## src/rtl/wb_rom_loader.sv

```systemverilog
// Boot sequencer: halts the CPU, streams a byte image into ROM over wishbone, then pulses reset.
// Optional read-back check of every byte is enabled by defining WB_ROM_LOADER_VERIFY_EN.
module wb_rom_loader #(
  parameter int NUM_ROMS     = 1,
  parameter int ROM_BYTES    = 256,
  parameter int ACK_TIMEOUT  = 16,
  parameter int RESET_CYCLES = 4
) (
  input  logic        clock,
  input  logic        reset,
  input  logic        start,
  input  logic        byte_valid,
  input  logic [7:0]  byte_data,
  output logic        byte_ready,
  output logic        sys_halt,
  output logic        sys_reset,
  output logic [31:0] wb_addr_o,
  output logic [31:0] wb_data_o,
  output logic        wb_cyc_o,
  output logic        wb_strobe_o,
  output logic        wb_we_o,
  input  logic [31:0] wb_data_i,
  input  logic        wb_ack_i,
  output logic        busy,
  output logic        done,
  output logic        error,
  output logic [3:0]  dbg_state
);

  localparam int TOTAL  = NUM_ROMS * ROM_BYTES;
  localparam int CNT_W  = 13;
  localparam int WAIT_W = 16;
  localparam int OFF_W  = (ROM_BYTES > 1) ? $clog2(ROM_BYTES) : 0;

  typedef enum logic [3:0] {
    S_IDLE   = 4'd0,
    S_HALT   = 4'd1,
    S_FETCH  = 4'd2,
    S_WRITE  = 4'd3,
    S_NEXT   = 4'd5,
    S_BOOT   = 4'd6,
    S_DONE   = 4'd7,
    S_ERROR  = 4'd8
`ifdef WB_ROM_LOADER_VERIFY_EN
    , S_VERIFY = 4'd4
`endif
  } state_t;

  state_t              r_state;
  state_t              w_next;
  logic [CNT_W-1:0]    r_count;
  logic [7:0]          r_byte;
  logic [WAIT_W-1:0]   r_wait;
  logic [CNT_W-1:0]    w_shift;
  logic [CNT_W-1:0]    w_off_full;
  logic [3:0]          w_chip;
  logic [7:0]          w_off;
  logic                w_timeout;
  logic                w_unused;

  // Chip and offset are pure bit slices of the linear byte index.
  assign w_shift    = r_count >> OFF_W;
  assign w_off_full = r_count & CNT_W'(ROM_BYTES - 1);
  assign w_chip     = w_shift[3:0];
  assign w_off      = w_off_full[7:0];
  assign w_timeout  = (r_wait == WAIT_W'(ACK_TIMEOUT - 1));

`ifdef WB_ROM_LOADER_VERIFY_EN
  assign w_unused = ^{wb_data_i[31:8], w_shift[CNT_W-1:4], w_off_full[CNT_W-1:8]};
`else
  assign w_unused = ^{wb_data_i, w_shift[CNT_W-1:4], w_off_full[CNT_W-1:8]};
`endif

  // r_wait restarts on every state change; it times both ack waits and the boot reset pulse.
  always_ff @(posedge clock) begin
    if (reset) begin
      r_state <= S_IDLE;
      r_count <= '0;
      r_byte  <= '0;
      r_wait  <= '0;
    end else begin
      r_state <= w_next;
      if (w_next != r_state) r_wait <= '0;
      else                   r_wait <= r_wait + WAIT_W'(1);
      if (r_state == S_FETCH && byte_valid) r_byte <= byte_data;
      if (w_next == S_HALT)                 r_count <= '0;
      else if (r_state == S_NEXT)           r_count <= r_count + CNT_W'(1);
    end
  end

  // Image bytes follow valid/ready: a byte transfers on a clock edge where byte_valid and
  // byte_ready are both high; byte_ready is high only in FETCH and never depends on byte_valid.
  always_comb begin
    w_next = r_state;
    case (r_state)
      S_IDLE, S_DONE, S_ERROR: if (start) w_next = S_HALT;
      S_HALT:  w_next = S_FETCH;
      S_FETCH: if (byte_valid) w_next = S_WRITE;
      S_WRITE: begin
        if (wb_ack_i) begin
`ifdef WB_ROM_LOADER_VERIFY_EN
          w_next = S_VERIFY;
`else
          w_next = S_NEXT;
`endif
        end else if (w_timeout) begin
          w_next = S_ERROR;
        end
      end
`ifdef WB_ROM_LOADER_VERIFY_EN
      S_VERIFY: begin
        if (wb_ack_i)       w_next = (wb_data_i[7:0] == r_byte) ? S_NEXT : S_ERROR;
        else if (w_timeout) w_next = S_ERROR;
      end
`endif
      S_NEXT:  w_next = (r_count == CNT_W'(TOTAL - 1)) ? S_BOOT : S_FETCH;
      S_BOOT:  if (r_wait == WAIT_W'(RESET_CYCLES - 1)) w_next = S_DONE;
      default: w_next = S_IDLE;
    endcase
  end

  always_comb begin
    byte_ready  = (r_state == S_FETCH);
    wb_we_o     = (r_state == S_WRITE);
`ifdef WB_ROM_LOADER_VERIFY_EN
    wb_cyc_o    = (r_state == S_WRITE) || (r_state == S_VERIFY);
`else
    wb_cyc_o    = (r_state == S_WRITE);
`endif
    wb_strobe_o = wb_cyc_o;
    wb_addr_o   = {16'h0, w_chip, w_off, 2'b00};
    wb_data_o   = {24'h0, r_byte};
    sys_reset   = (r_state == S_BOOT);
    // Halt is held in ERROR so the CPU never runs a partial image.
    sys_halt    = !(r_state == S_IDLE || r_state == S_DONE);
    busy        = !(r_state == S_IDLE || r_state == S_DONE || r_state == S_ERROR);
    done        = (r_state == S_DONE);
    error       = (r_state == S_ERROR);
    dbg_state   = r_state;
  end

endmodule
```

## config.mk

```make
export PLATFORM = sky130hd
export DESIGN_NAME = wb_rom_loader
export DESIGN_NICKNAME = d
export VERILOG_FILES = /design/src/rtl/wb_rom_loader.sv
export SDC_FILE = /design/constraint.sdc
export NUM_CORES = 1
export LEC_CHECK = 0
export CAP_MARGIN = 25
export CORE_MARGIN = 4
export CORE_UTILIZATION = 38
export CTS_CLUSTER_DIAMETER = 30
export DETAILED_ROUTE_END_ITERATION = 16
export HOLD_SLACK_MARGIN = 0.15
export PLACE_DENSITY = 0.78
export SLEW_MARGIN = 20
export SYNTH_ARGS = -nofsm -noshare
export SYNTH_HDL_FRONTEND = slang
export SYNTH_SLANG_ARGS = --single-unit
```

## constraint.sdc

```tcl
create_clock -name clock -period 1.9 [get_ports clock]
set_input_delay 0.57 -clock clock [delete_from_list [all_inputs] [get_ports clock]]
set_output_delay 0.57 -clock clock [all_outputs]
set_load 0.05 [all_outputs]
```

# --- Yosys cells after proc, flatten, opt, wreduce, memory -nomap -nowiden ---
# Index checks and enable logic that the tools add are counted.
totals:
  register_bits: 41
  latchBits: 0
  ramBits: 0
  rom_bits: 0
  inputBits: 45
  output_inout_bits: 77
  word_cells: 34
  mem_count: 0
op_classes:
  n_addsub: 2
  mul: 0
  n_div: 0
  n_lt_le_gt_ge: 0
  eq_ne: 12
  shifts: 0
  n_mux: 7
  bitwise_logic: 0
  n_reduce_logical: 9
op_table:
  columns: ["op", "n"]
  rows:
  - ["case mux 4 bit (6 select lines)", 1]
  - ["two-way mux 4 bit", 5]
  - ["adder 16 x 1 -> 16 bit (second input constant)", 1]
  - ["== test 16 x 2 -> 1 bit (second input constant)", 1]
  - ["== test 16 x 4 -> 1 bit (second input constant)", 1]
  - ["adder 13 x 1 -> 13 bit (second input constant)", 1]
  - ["== test 13 x 8 -> 1 bit (second input constant)", 1]
  - ["== test 4 x 3 -> 1 bit (second input constant)", 3]
  - ["== test 4 x 1 -> 1 bit (second input constant)", 2]
  - ["== test 4 x 2 -> 1 bit (second input constant)", 2]
  - ["== test 4 bit (second input constant)", 1]
  - ["zero test 4 bit", 1]
  - ["!= test 4 bit", 1]
  - ["OR reduction 2 bit", 2]
  - ["two-way mux 3 bit", 1]
  - ["OR reduction 3 bit", 1]
  - ["zero test 1 bit", 2]
  - ["logical OR 1 bit", 2]
  - ["logical AND 1 bit", 1]

# --- Logic depth before layout (Yosys ltp) ---
# Gate-level depths: netlist (run 1).
logic_depth:
  depth_word: 6
  mapped_depth: 8
  depth_no_buf: 6

# --- Worst setup path before layout (run 1) ---
# Ideal clock, no wire load.
synth_path:
  kind: "reg-to-reg"
  start: "reg r_state[2] (netlist: dbg_state[2])"
  end: "reg r_wait[0]"
  setup_ns: 0.120
  arrival_ns: 3.670
  required_ns: 1.780
  slack_ns: -1.891
  stages_incl_launch_ff: 7
  n_path_buf: 2
  period_less_slack_ns: 3.791
  path_cell_list: "dfxtp_1 buf_6 nor4bb_1 nand4_1 a21oi_1 buf_4 nor4_2"
synth_between:
  word_cells_on_any_way: 17
  classes_between: "eq/ne: 8; mux: 6; reduce/logical: 3"
synth_lines:
  columns: ["element", "line", "text"]
  rows:
  - ["from (decl)", "49", "state_t r_state;"]
  - ["from (signal assigned)", "82", "r_state <= w_next;"]
  - ["== test 4 x 3 -> 1 bit", null, null]
  - ["net sys_reset", "16", "output logic sys_reset,"]
  - ["case mux 4 bit (6 select lines)", "95", "case (r_state)"]
  - ["!= test 4 bit", "83", "if (w_next != r_state) r_wait <= '0;"]
  - ["OR reduction 2 bit (no source line)", null, null]
  - ["to (signal assigned)", "84", "else r_wait <= r_wait + WAIT_W'(1);"]
  - ["to (decl)", "53", "logic [WAIT_W-1:0] r_wait;"]
# The timed path passes the listed nets, and every way through them passes these cells.
# A chain may end at the register's enable or synchronous reset.

# --- Final worst setup path (run 1) ---
layout_path:
  start: "reg r_state[3] (netlist: dbg_state[3])"
  end: "out sys_reset"
layout_between:
  elab_chain_cells: 1
layout_lines:
  columns: ["element", "line", "text"]
  rows:
  - ["== test 4 x 3 -> 1 bit", "133", "sys_reset = (r_state == S_BOOT);"]
  - ["to (decl)", "16", null]
# Every way passes these cells.

==> results of run 1 <==
cell usage after synthesis, types with 2 or more instances:
master	count
sky130_fd_sc_hd__xor2_1	8
sky130_fd_sc_hd__a21oi_1	11
sky130_fd_sc_hd__nor2_1	9
sky130_fd_sc_hd__nor3_1	8
sky130_fd_sc_hd__buf_6	3
sky130_fd_sc_hd__buf_2	4
sky130_fd_sc_hd__or4_1	3
sky130_fd_sc_hd__o21ai_0	2
sky130_fd_sc_hd__a211oi_1	13
sky130_fd_sc_hd__ha_1	3
sky130_fd_sc_hd__clkbuf_1	4
sky130_fd_sc_hd__buf_1	2
sky130_fd_sc_hd__nor4_2	10
sky130_fd_sc_hd__and3_1	9
sky130_fd_sc_hd__nand3_1	16
sky130_fd_sc_hd__dfxtp_1	41
sky130_fd_sc_hd__nand2b_1	3
sky130_fd_sc_hd__xnor2_1	19
sky130_fd_sc_hd__buf_4	59
sky130_fd_sc_hd__inv_1	6
sky130_fd_sc_hd__nand2_1	18
sky130_fd_sc_hd__nor4_4	2
sky130_fd_sc_hd__nand4_1	7
sky130_fd_sc_hd__nor4_1	8
sky130_fd_sc_hd__a31oi_1	3
per-stage QoR:
step | cells | worst slack [ns]
CTS | 481 | -0.1925
global placement | 453 | -0.4704
floorplan | 338 | -0.4541
finish | 485 | -0.1983
detailed placement | 453 | -0.5217
global route | 485 | -0.2423
layer usage:
| metal | GRT usage | wire [µm] |
|---|---|---|
| met1 | 0.1947 | 3045 |
| met2 | 0.3513 | 4407 |
| met3 | 0.04225 | 662 |
| met4 | 0.08040 | 365 |
| met5 | 0 | 0 |
worst max-delay path: cells and delay by family (launching register included):
kind	cells	cell delay (ns)
buf+inv	4	0.55
flops	1	0.35
simple gates	1	0.32
timing repair:
item | in CTS | in global routing
gates resized for setup | 47 | 34
pin swaps | 17 | 17
gates cloned | 2 | 1
setup buffers | 18 | 3
endpoints found under the setup margin | 38 | 39
registers in the layout, indices dropped and copies added (netlist names):
name	count
dbg_state	4
r_byte	8
r_count	13
r_wait	16
kinds of logic (layout without fill, tap and decap cells):
kind of cell	after synthesis	after routing
compound gates	38	40
xor+xnor	27	27
fa+ha+maj	3	3
buf+inv	78	143
flops	41	41
other cells	1	44
simple gates	107	107
cell type report:
| type | count | area, µm² |
|---|---|---|
| Fill cell | 495 | 2534 |
| Multi-Input combinational cell | 221 | 1794 |
| Timing Repair Buffer | 129 | 1348 |
| Sequential cell | 41 | 842.1 |
| Tap cell | 80 | 100.1 |
| Clock buffer | 7 | 86.33 |
| Clock inverter | 1 | 30.03 |
| Inverter | 6 | 22.52 |
worst min path at each step:
stage / slack, ns / to / cells past startpoint / startpoint
finish: 0.46 / r_byte[3] / 2 / r_byte[3]
detailed placement: 0.46 / r_byte[4] / 2 / r_byte[4]
CTS: 0.47 / r_byte[4] / 2 / r_byte[4]
global placement: 0.44 / r_byte[0] / 2 / r_byte[0]
floorplan: 0.46 / r_wait[0] / 1 / r_wait[0]
global route: 0.49 / r_byte[4] / 2 / r_byte[4]
power breakdown:
group	leakage (nW)	total, W	internal (W)	switching [W]
combinational	1.24	0.00265	0.00114	0.00151
sequential	0.337	0.000976	0.000924	0.0000519
clock	0.0585	0.000745	0.000429	0.000316
==> key figures, run 1 <==
Logic synthesis
  • Post-synthesis instance area: 2635 µm²
  • Number of distinct library cells after synthesis: 49
  • Top cell type's share of synthesized area: 0.3115
  • Proportion of synthesized area in mux cells: 0
  • Per-instance average area after synthesis: between 8 and 9 µm²
  • Top_reg_cell synth: sky130_fd_sc_hd__dfxtp_1
  • Post-synth EDFFs: 0
  • Dominant combinational cell family by area after synthesis: simple AND/OR/NAND/NOR gates
  • Post-synthesis instance total: 295
  • XOR/XNOR share of the synthesized area: 0.08974
  • Simple-gate share of the synthesized area: 0.2792
  • Share of synthesized registers carrying an async set or reset: 0
  • Post-synthesis share of cell area spent on full adders, half adders and majority gates: 0.01425
  • Yosys synthesis warning count: 0
  • Post-synthesis compound-gate area fraction: 0.09829
  • Sequential-to-total area share from yosys stat: 0.3115
  • Number of synthesized register bits: about 40
  • Cell type with the highest aggregate area in the netlist: sky130_fd_sc_hd__dfxtp_1
  • Top post-synthesis cells by area: sky130_fd_sc_hd__dfxtp_1 31%, sky130_fd_sc_hd__buf_4 17%, sky130_fd_sc_hd__xnor2_1 6.3%

Setup path
  • Critical R2R Capture: r_count[8]
  • Largest fanout on the critical path: 6
  • Cell Chain, Critical Path: buf_6 > buf_6 > nor4bb_4 > buf_4 > buf_12
  • Number of cells on the worst reg-to-reg path: 7
  • Capturing instance or port of the critical path: sys_reset
  • Maximum single-stage delay on the critical path: approximately 0.35 ns
  • CP most frequent cell: sky130_fd_sc_hd__buf_6
  • Worst endpoint data arrival time: ~1.5 ns
  • Worst R2R Start: r_wait[8]
  • Required time reported for the critical path endpoint: about 1.3 ns
  • Cell at the slowest stage of the critical path: sky130_fd_sc_hd__dfxtp_4
  • Critical Path Sink Type: primary output
  • CP Launch Point: dbg_state[3]
  • Type of element launching the critical path: flip-flop
  • Slack of the worst reg-to-reg path: -0.17 ns
  • Path type of the worst setup path: reg2out

Timing
  • Setup TNS after final layout: -4.300 ns
  • Worst hold slack after final layout: about 0.46 ns
  • Unrepaired setup endpoints after global routing: true
  • FMAX: 0.4766 GHz
  • Number of failing hold endpoints at the final stage: 0
  • Total count of max-transition violations in the final report: 0
  • Final setup violating endpoints: 38
  • Final Skew: 0.007092 ns
  • Portion of the clock cycle consumed by the worst path in the final layout: 1.104
  • Minimum period implied by the final worst setup slack: roughly 2.1 ns
  • Worst setup margin: -0.1983 ns

Place
  • Buffers on Ports: 45
  • Detail Placement HPWL: 4.763 mm
  • Post-place instance area: 3526 µm²
  • Placer Congestion: approximately 0.88

GRT
  • Aggregate global-route resource usage: 0.1860
  • Antenna violations before repair: 0
  • Largest net degree at the start of global routing: 16
  • Via count of the first global-routing pass: between 2000 and 3000
  • Total grt overflow: 0
  • First-pass GRT wire length: 12.57 mm

Pwr
  • Maximum vdd ir drop: approximately 1.1 mV
  • Leak pwr: approximately 1.6 nW
  • Power density relative to cell area: 1036 nW/µm²
  • Tot Pwr: 0.004375 W

Clock tree
  • CTS tree: done
  • Maximum number of buffers from clock root to sink: 2
  • Clk sink count: 41
  • Hold Buf Count CTS: 0
  • Clock-pin slew on the worst setup and hold paths: 0.08 ns
  • Root cell of the clock tree: sky130_fd_sc_hd__clkbuf_8
  • TritonCTS Buffers: 5
  • Deepest level of the CTS H-tree: 2
  • Worst-skew pair later-pin latency: 0.30 ns

Die
  • Area enclosed by the die boundary: roughly 8300 µm²
  • Initial core utilization: 0.3900
  • CORE AREA: ~6800 µm²
  • Die extent in y: between 90 and 100 µm
  • Number of top-level pins: between 100 and 150
  • Die boundary width: around 91 µm
  • Cell row count: 30

Route
  • Violation count after the first detailed-routing iteration: between 150 and 200
  • Vias post-DR: 2617
  • Detailed Route WL: 8.480 mm
  • Drt drc: 0
  • Number of iterations in the first detailed-routing pass: 4
  • WL per Instance: around 17 µm
  • Antenna Nets Post-Route: 0
  • Average vias per placed instance: 5.396

Outcome
  • Violations in the final reports: negative setup slack
  • Run status: finished with violations

Finish
  • Most common cell after layout, fill and taps aside: sky130_fd_sc_hd__buf_4
  • Post-Route Utilization: 0.6250
  • Highest-count cells in the layout ignoring fill and taps: 76 x sky130_fd_sc_hd__buf_4, 44 x sky130_fd_sc_hd__conb_1, 32 x sky130_fd_sc_hd__dfxtp_1
  • Number of nets at the end of the flow: 452
  • Fraction of layout cells with a size suffix above 1: 0.4815
  • Layout-stage area growth over the synthesis result: 60.26%
  • Antenna diode count: 0
  • Fin area: 4223 µm²

Worst hold path
  • Class of the worst hold path: reg2reg

Job
  • Max-capacitance violation count: 0
Power figures use the tool's default switching activity.
==> inputs of run 2 (changes only) <==
--- a/config.mk
+++ b/config.mk
@@ -7,11 +7,12 @@
 export LEC_CHECK = 0
 export CAP_MARGIN = 25
 export CORE_MARGIN = 4
-export CORE_UTILIZATION = 38
+export CORE_UTILIZATION = 39
+export CTS_BUF_LIST = sky130_fd_sc_hd__clkbuf_8
 export CTS_CLUSTER_DIAMETER = 30
 export DETAILED_ROUTE_END_ITERATION = 16
 export HOLD_SLACK_MARGIN = 0.15
-export PLACE_DENSITY = 0.78
+export PLACE_DENSITY = 0.79
 export SLEW_MARGIN = 20
 export SYNTH_ARGS = -nofsm -noshare
 export SYNTH_HDL_FRONTEND = slang
==> run 2 against run 1 <==
The flow still finishes with violations (negative setup slack). Flip-flop and latch count unchanged. Hold slack improved by 0.0032 ns. Final cell count increased by 0.41%. Count of clock-buffer cells in the layout decreased by 2. Global-route usage decreased by 0.97 points. Highest routed layer unchanged. Clock power decreased by 28%. Via count decreased by 1.7%. Register-to-register slack got worse by 0.08 ns.
==> key figures, run 2 (synthesized netlist as in run 1, its figures left out) <==
Route
  • Antenna Nets Post-Route: 0
  • Number of iterations in the first detailed-routing pass: 4
  • Average vias per placed instance: about 5.3
  • Vias post-DR: 2572
  • Drt drc: 0
  • Detailed Route WL: 8.025 mm
  • WL per Instance: between 15 and 20 µm
  • Violation count after the first detailed-routing iteration: 198

Setup path
  • Worst endpoint data arrival time: ~2.3 ns
  • Top cell family by delay on the critical path: simple AND/OR/NAND/NOR gates
  • Type of element launching the critical path: flip-flop
  • Largest fanout on the critical path: 8
  • Critical path buffers and inverters: 2
  • Critical Path Sink Type: flip-flop
  • Maximum single-stage delay on the critical path: roughly 0.56 ns
  • Path type of the worst setup path: reg2reg
  • Cell Chain, Critical Path: or4_4 > nor4_4 > buf_4 > nand2b_4 > nand3_4 > buf_6 > a211oi_1
  • Cell at the slowest stage of the critical path: sky130_fd_sc_hd__or4_4
  • Required time reported for the critical path endpoint: 2.09 ns

Worst hold path
  • Class of the worst hold path: reg2reg

Timing
  • Worst hold slack after final layout: 0.4665 ns
  • Final Skew: 0.01002 ns
  • Minimum period implied by the final worst setup slack: 2.147 ns
  • Number of failing hold endpoints at the final stage: 0
  • Portion of the clock cycle consumed by the worst path in the final layout: 1.130
  • Unrepaired setup endpoints after global routing: true
  • Worst setup margin: -0.2474 ns
  • Total count of max-transition violations in the final report: 0
  • FMAX: 0.4657 GHz
  • Final setup violating endpoints: 39

GRT
  • Total grt overflow: 0
  • Antenna violations before repair: 0
  • First-pass GRT wire length: approximately 12 mm
  • Largest net degree at the start of global routing: 17
  • Aggregate global-route resource usage: 0.1763
  • Via count of the first global-routing pass: 2476

Place
  • Worst slack, placed: -0.4562 ns
  • Detail Placement HPWL: 4.863 mm
  • Placer Congestion: 0.8125
  • Instance count after placement with tap cells included: ~450
  • Buffers on Ports: between 40 and 50

Die
  • Cell row count: 29
  • Die extent in y: 90.20 µm
  • CORE AREA: 6459 µm²
  • Number of top-level pins: 122
  • Area enclosed by the die boundary: 8135 µm²
  • Initial core utilization: 0.4080
  • Die boundary width: 90.20 µm

Finish
  • Sequential Area: around 840 µm²
  • Number of fill cells in the layout: 455
  • Most common cell after layout, fill and taps aside: sky130_fd_sc_hd__buf_4
  • Antenna diode count: 0
  • Cell Count, Final, Fillers Out: ~490
  • Layout-stage area growth over the synthesis result: 58.88%
  • Flip-flop count of the largest register, all copies and words added: 16
  • Number of nets at the end of the flow: ~460
  • Fraction of layout cells with a size suffix above 1: 0.4561
  • Highest-count cells in the layout ignoring fill and taps: 80 x sky130_fd_sc_hd__buf_4, 44 x sky130_fd_sc_hd__conb_1, 34 x sky130_fd_sc_hd__dfxtp_1
  • Area occupied by multi-input gates: between 1500 and 2000 µm²
  • Registers with the most flip-flops: r_wait (16), r_count (13), r_byte (8)
  • Largest register by flop count: r_wait

Pwr
  • Combinational Power Share: 0.638
  • Leak pwr: roughly 1.7 nW
  • Internal power of the cells: around 0.0024 W
  • Power density relative to cell area: 1008 nW/µm²
  • Maximum vdd ir drop: 0.9631 mV
  • Tot Pwr: 0.004219 W
  • Sequential Power Share: 0.234
  • Switching component of the power: 0.001798 W
  • Clock network power share: 0.128
  • Switching share of total power: 0.4261

Outcome
  • Violations in the final reports: negative setup slack
  • Run status: finished with violations

Clock tree
  • Deepest level of the CTS H-tree: 2
  • Clock-pin slew on the worst setup and hold paths: 0.08 ns
  • Worst-skew pair later-pin latency: 0.29 ns
  • Maximum number of buffers from clock root to sink: 2
  • TritonCTS Buffers: 5
  • CTS tree: done
  • Clk sink count: 41
  • Root cell of the clock tree: sky130_fd_sc_hd__clkbuf_8

Job
  • Max-capacitance violation count: 0
==> run 2: cell types whose count changed in the layout (fill, tap and decap cells not counted), moves of 2 or more <==
| cell | previous run | this run |
|---|---|---|
| sky130_fd_sc_hd__a211oi_1 | 1 | 8 |
| sky130_fd_sc_hd__a211oi_2 | 11 | 5 |
| sky130_fd_sc_hd__buf_12 | 22 | 26 |
| sky130_fd_sc_hd__buf_4 | 76 | 80 |
| sky130_fd_sc_hd__dfxtp_1 | 32 | 34 |
| sky130_fd_sc_hd__dfxtp_2 | 5 | 3 |
| sky130_fd_sc_hd__inv_1 | 5 | 7 |
==> run 2: tightest hold or removal path, cell delays in order, from the launching register on <==
cell and delay [ns]:
sky130_fd_sc_hd__dfxtp_1 0.32, sky130_fd_sc_hd__nand2_1 0.05, sky130_fd_sc_hd__a21oi_1 0.05
==> run 2: power by group through the flow <==
stage	combinational (W)	sequential, W	clock [W]
global placement	0.00195	0.000998	0
detailed placement	0.00198	0.00100	0
floorplan	0.00116	0.00112	0
global route	0.00281	0.000996	0.000584
CTS	0.00225	0.000986	0.000535
finish	0.00269	0.000989	0.000540
==> run 2: final cells by class <==
type,instances,area share
tap,77,0.02301
multi-input combinational,219,0.4002
inverter,6,0.005380
timing repair buffer,137,0.3524
sequential,41,0.2005
clock inverter,2,0.002092
clock buffer,5,0.01644
==> run 2: what timing repair did <==
item / CTS / global route
setup endpoints to repair: 38 / 39
hold buffers: 0 / 0
hold endpoints to repair: 0 / 0
pin swaps: 14 / 14
resized for setup: 32 / 25
buffers inserted: 16 / 12
gates cloned: 0 / 1
==> run 2: per-stage QoR <==
step / setup TNS (ns) / util / area, µm²
2_1_floorplan: -10.40 / - / 2878
3_3_place_gp: -10.71 / 0.5523 / 3567
3_5_place_dp: -11.51 / 0.5523 / 3567
4_1_cts: -4.224 / 0.6046 / 3905
5_1_grt: -8.112 / 0.6482 / 4187
6_report: -6.005 / 0.6482 / 4187
==> run 2: path summary, 6_finish.rpt <==
kind                                 from           to  slack [ns]  cells after the start
worst max-delay path            r_wait[4]  r_count[11]       -0.25                      7
worst min-delay path            r_byte[5]    r_byte[5]        0.47                      2
worst min register to register  r_byte[5]    r_byte[5]        0.47                      2
worst max register to register  r_wait[4]  r_count[11]       -0.25                      7
==> run 2: per-layer routing <==
layer | up-vias | wire length, µm | GRT usage
met5 | - | 0 | 0
met4 | 0 | 334 | 0.09184
met3 | 35 | 464 | 0.04007
met2 | 126 | 4122 | 0.3136
met1 | 1233 | 3104 | 0.1948
li1 | 1178 | - | -
